===== src/rtl/pc_seq_pkg.sv =====
// Shared types and constants for the pc_sequencer front-end PC controller.
package pc_seq_pkg;

  typedef enum logic [1:0] {
    RUN    = 2'd0,
    REFILL = 2'd1,
    HALT   = 2'd2
  } pc_seq_state_e;

  localparam int         REFILL_CYCLES = 2;
  localparam logic [1:0] MISALIGN_MASK = 2'b11;

  function automatic logic is_misaligned(input logic [1:0] lsbs);
    return (lsbs & MISALIGN_MASK) != 2'b00;
  endfunction

endpackage


===== src/rtl/pc_seq_stats.sv =====
// Saturating redirect / stall-cycle counters for pc_sequencer (built only
// when PC_SEQ_STATS_EN is defined).
module pc_seq_stats
  import pc_seq_pkg::*;
(
  input  logic        clk,
  input  logic        reset,
  input  logic        redir_inc,
  input  logic        stall_inc,
  output logic [31:0] redir_cnt,
  output logic [31:0] stall_cnt
);

  always_ff @(posedge clk or posedge reset) begin
    if (reset) begin
      redir_cnt <= '0;
      stall_cnt <= '0;
    end else begin
      // Counters stick at all-ones rather than wrapping back to zero.
      if (redir_inc && (redir_cnt != '1)) redir_cnt <= redir_cnt + 32'd1;
      if (stall_inc && (stall_cnt != '1)) stall_cnt <= stall_cnt + 32'd1;
    end
  end

endmodule


===== src/rtl/pc_sequencer.sv =====
// PC register and front-end sequencing for the 5-stage RV32I pipeline.
// Optional statistics counters are enabled with the PC_SEQ_STATS_EN macro.
module pc_sequencer
  import pc_seq_pkg::*;
#(
  parameter int              PC_W     = 9,
  parameter logic [PC_W-1:0] RESET_PC = '0,
  parameter logic [PC_W-1:0] TRAP_VEC = PC_W'(9'h100)
) (
  input  logic            clk,
  input  logic            reset,
  input  logic            PcSel,
  input  logic [31:0]     BrPC,
  input  logic            Stall,
  input  logic            Halt,
  output logic [PC_W-1:0] PC,
  output logic            IF_ID_En,
  output logic            IF_ID_Flush,
  output logic            ID_EX_Flush,
  output logic            Trap,
  output logic            Halted,
  output logic [31:0]     RedirCnt,
  output logic [31:0]     StallCnt
);

  pc_seq_state_e   state_q, state_d;
  logic [1:0]      refill_cnt_q, refill_cnt_d;
  logic [PC_W-1:0] pc_q, pc_d;
  logic            trap_q, trap_d;
  logic            halted_q;
  logic            redir_acc, stall_acc;
  logic            brpc_unused;

  // Only the low PC_W bits of the redirect target address the fetch space.
  assign brpc_unused = ^BrPC[31:PC_W];

  // NOTE: every signal assigned in this block gets a default first, so no
  // path can leave it unassigned and infer a latch.
  always_comb begin
    state_d      = state_q;
    refill_cnt_d = refill_cnt_q;
    pc_d         = pc_q;
    trap_d       = 1'b0;
    IF_ID_En     = 1'b1;
    IF_ID_Flush  = 1'b0;
    ID_EX_Flush  = 1'b0;
    redir_acc    = 1'b0;
    stall_acc    = 1'b0;

    unique case (state_q)
      RUN: begin
        if (PcSel) begin
          // Redirect beats halt and stall: the younger instructions are squashed.
          IF_ID_Flush  = 1'b1;
          ID_EX_Flush  = 1'b1;
          redir_acc    = 1'b1;
          state_d      = REFILL;
          refill_cnt_d = 2'(REFILL_CYCLES);
          if (is_misaligned(BrPC[1:0])) begin
            pc_d   = TRAP_VEC;
            trap_d = 1'b1;
          end else begin
            pc_d = BrPC[PC_W-1:0];
          end
        end else if (Halt) begin
          IF_ID_En    = 1'b0;
          ID_EX_Flush = 1'b1;
          state_d     = HALT;
        end else if (Stall) begin
          IF_ID_En    = 1'b0;
          ID_EX_Flush = 1'b1;
          stall_acc   = 1'b1;
        end else begin
          pc_d = pc_q + PC_W'(4);
        end
      end

      REFILL: begin
        // Younger slots are bubbles here, so every request input is ignored.
        pc_d         = pc_q + PC_W'(4);
        refill_cnt_d = refill_cnt_q - 2'd1;
        if (refill_cnt_d == 2'd0) state_d = RUN;
      end

      HALT: begin
        IF_ID_En    = 1'b0;
        ID_EX_Flush = 1'b1;
      end

      default: state_d = RUN;
    endcase

    if (reset) begin
      IF_ID_En    = 1'b1;
      IF_ID_Flush = 1'b0;
      ID_EX_Flush = 1'b0;
    end
  end

  // NOTE: sequential state uses non-blocking assignments so all flops
  // sample the pre-edge values together.
  always_ff @(posedge clk or posedge reset) begin
    if (reset) begin
      state_q      <= RUN;
      refill_cnt_q <= '0;
      pc_q         <= RESET_PC;
      trap_q       <= 1'b0;
      halted_q     <= 1'b0;
    end else begin
      state_q      <= state_d;
      refill_cnt_q <= refill_cnt_d;
      pc_q         <= pc_d;
      trap_q       <= trap_d;
      halted_q     <= (state_d == HALT);
    end
  end

  assign PC     = pc_q;
  assign Trap   = trap_q;
  assign Halted = halted_q;

`ifdef PC_SEQ_STATS_EN
  pc_seq_stats u_stats (
    .clk       (clk),
    .reset     (reset),
    .redir_inc (redir_acc),
    .stall_inc (stall_acc),
    .redir_cnt (RedirCnt),
    .stall_cnt (StallCnt)
  );
`else
  logic stats_unused;
  assign stats_unused = redir_acc ^ stall_acc;
  assign RedirCnt     = '0;
  assign StallCnt     = '0;
`endif

endmodule


===== config.mk =====
export PLATFORM = sky130hd
export DESIGN_NAME = pc_sequencer
export DESIGN_NICKNAME = d
export VERILOG_FILES = /design/src/rtl/pc_seq_pkg.sv /design/src/rtl/pc_seq_stats.sv /design/src/rtl/pc_sequencer.sv
export SDC_FILE = /design/constraint.sdc
export NUM_CORES = 1
export LEC_CHECK = 0
export ABC_AREA = 1
export CAP_MARGIN = 20
export CORE_AREA = 3 3 69 71
export CTS_BUF_LIST = sky130_fd_sc_hd__clkbuf_4 sky130_fd_sc_hd__clkbuf_8
export CTS_CLUSTER_SIZE = 40
export DETAILED_ROUTE_END_ITERATION = 7
export DIE_AREA = 0 0 72 74
export GPL_TIMING_DRIVEN = 0
export PLACE_DENSITY = 0.8
export SLEW_MARGIN = 20
export SYNTH_ARGS = -nofsm -noshare
export SYNTH_HDL_FRONTEND = slang
export SYNTH_SLANG_ARGS = --single-unit
export TNS_END_PERCENT = 1

===== constraint.sdc =====
create_clock -name clk -period 1.3 [get_ports clk]
set_input_delay 0.13 -clock clk [delete_from_list [all_inputs] [get_ports clk]]
set_output_delay 0.13 -clock clk [all_outputs]
set_load 0.01 [all_outputs]

==> impl_metrics.env <==
export IMPL_core_mm2=0.00429
export IMPL_nets=328
export IMPL_endpoint_kind="output pin"
export IMPL_crit_required_ns=1.17
export IMPL_fp_dieW_um=72
export IMPL_placed_cells=329
export IMPL_clockRootBuffer="clkbuf_8"
export IMPL_grt_max_degree=16
export IMPL_finalSetupViolCount=0
export IMPL_power_total_mw=2.80
export IMPL_gp_congestion=0.845
export IMPL_path_delay_family="buffers and inverters"
export IMPL_antenna_left=0
export IMPL_place_area_mm2=0.00193
export IMPL_syn_inst=187
export IMPL_worst_setup_path_type="reg -> out"
export IMPL_setup_tns_ns=0
export IMPL_syn_avg_cell_area_um2=7.24
export IMPL_final_area_mm2=0.00204
export IMPL_period_share_pct=96.7
export IMPL_first_global_vias=1009
export IMPL_maxCapViolCount=0
export IMPL_reg2reg_slack_ns=0.10
export IMPL_cp_slowest_cell="clkdlybuf4s50_1"
export IMPL_drive_gt1_share_pct=34.0
export IMPL_synthDistinctLibCells=19
export IMPL_wl_per_cell_um=8.32
export IMPL_ys_seq_area_share_pct=27.7
export IMPL_vias=1194
export IMPL_r2r_cells=8
export IMPL_slew_violations=0
export IMPL_drc=0
export IMPL_drt_total_wl_um=2830
export IMPL_clkTransAtPathRegs_ns=0.07
export IMPL_cts_tree="yes"
export IMPL_rows=24
export IMPL_first_pass_iters=4
export IMPL_fin_skew_ns=0.00150
export IMPL_ir_drop_mv=0.547
export IMPL_startpoint_type="register"
export IMPL_dp_slack_ns=-0.669
export IMPL_crit_end="PC[1]"
export IMPL_nFillCells=408
export IMPL_die_h_um=74
export IMPL_critPathLaunch="PC[1]$_DFFE_PP0P_"
export IMPL_postCtsHoldBufs=0
export IMPL_ys_seq_elements=15
export IMPL_h_tree_depth=1
export IMPL_rsz0062_at_grt="yes"
export IMPL_hold_slack_ns=0.359
export IMPL_area_growth_pct=50.8
export IMPL_fmax_mhz=795
export IMPL_cp_num_buf_inv=1
export IMPL_p_leak_nw=1.24
export IMPL_clk_latency_ns=0.26
export IMPL_yosysWarnings=0
export IMPL_drt_vias_per_instance=3.51
export IMPL_crit_fanout=2
export IMPL_mappedNetlistArea_mm2=0.00135
export IMPL_rr_startpoint="state_q[1]$_DFF_PP0_"
export IMPL_die_area_mm2=0.00533
export IMPL_path_cells="clkdlybuf4s50_1"
export IMPL_grt_antenna_before_repair=0
export IMPL_seq_area_um2=380
export IMPL_critical_path_depth=1
export IMPL_num_antenna_cells=0
export IMPL_multi_input_area_um2=676
export IMPL_final_core_util_pct=47.6
export IMPL_cp_arrival_ns=1.13
export IMPL_fin_cells=340
export IMPL_place_hpwl_um=2300
export IMPL_cts_path_max_buffers=2
export IMPL_timing_rr_end="PC[8]$_DFFE_PP0P_"
export IMPL_period_minus_slack_ns=1.26
export IMPL_grt_pass1_wl_um=4240
export IMPL_clock_sinks=15
export IMPL_initial_core_util_pct=31.5
export IMPL_numCtsBuffers=3
export IMPL_gr_usage_all_layers_pct=10.1
export IMPL_ioPinCount=115
export IMPL_drt_initial_drc_count=21
export IMPL_hp_class="in -> async"
export IMPL_power_density_mw_per_mm2=1370
export IMPL_worst_path_largest_cell_delay_ns=0.53
export IMPL_io_buffers=27
export IMPL_finalWorstSetupSlack_ns=0.0427
export IMPL_status="finished clean"
export IMPL_grt_overflow=0
export IMPL_hold_violations=0
==> final cells by class <==
class,instances,area share (%)
Clock inverter,1,0.368
Clock buffer,3,2.02
Inverter,22,4.29
Timing Repair Buffer,34,14.9
Tap cell,52,3.19
Sequential cell,15,18.6
Buffer,64,23.5
Multi-Input combinational cell,149,33.1
==> logic make-up after synthesis <==
kind of cell               count (synthesis)  share of synthesized area, %
buffers and inverters                     86                          41.7
AOI/OAI and AO/OA                         11                          4.34
DFF                                       15                          27.7
and+or+nand+nor                           72                          24.1
adders and majority gates                  2                          1.85
other                                      1                         0.277
==> sequential cells by signal, summed over array words and instances (netlist names) <==
register      cells
Halted            1
Trap              1
PC                9
state_q           2
refill_cnt_q      2
==> worst min path at each step <==
stage,depth (start not counted),slack (ns),start,endpoint
after floorplan,1,0.04,reset,Halted$_DFF_PP0_
after global placement,2,0.49,PC[1]$_DFFE_PP0P_,PC[1]$_DFFE_PP0P_
after detailed placement,2,0.49,PC[1]$_DFFE_PP0P_,PC[1]$_DFFE_PP0P_
after CTS,3,0.32,reset,Halted$_DFF_PP0_
after global routing,3,0.41,reset,state_q[1]$_DFF_PP0_
final,3,0.36,reset,refill_cnt_q[1]$_DFFE_PP0P_
==> Yosys cell counts <==
master,count,area (um^2)
o21ai_1,1,5.00
o2111ai_1,1,8.76
nand4_1,1,6.26
nor2_1,13,48.8
dfrtp_1,15,375
buf_4,64,480
nand2_4,3,33.8
nor3_1,1,5.00
o21ai_0,6,30.0
ha_1,2,25.0
nor2_2,1,6.26
inv_2,3,11.3
nand2_1,39,146
nand3_1,12,60.1
clkinv_2,1,5.00
nand3_2,2,20.0
inv_1,18,67.6
conb_1,1,3.75
a21oi_1,3,15.0
==> where the power goes <==
group / internal, mW / switching, mW
registers: 0.662 / 0.201
clock network: 0.216 / 0.188
logic: 0.715 / 0.815
total: 1.59 / 1.20
==> cells in the final DEF (no fill, tap or decap), drive strengths merged <==
cell,instances
dlygate4sd2,8
dfrtp,15
nor3,1
nand2,42
clkdlybuf4s50,15
conb,64
o2111ai,1
o21ai,7
inv,20
nand3,14
dlymetal6s2s,1
nor2,14
ha,2
clkbuf,3
a21oi,3
nand4,1
clkinvlp,2
clkinv,1
buf,74
==> per-layer routing <==
layer  track usage, %  vias to the layer above  part of all wire, %
met4             4.80                        0                  1.5
met3             2.30                        5                  8.0
met1             10.8                      496                   38
met2             18.8                       46                   52
met5                0                        -                    0
li1                 -                      647                    -
==> repair_timing <==
action                                  4_1_cts  5_1_grt
endpoints found under the setup margin       10        7
resized for setup                            24       10
buffers inserted                              5        2
Power figures use the tool's default switching activity.
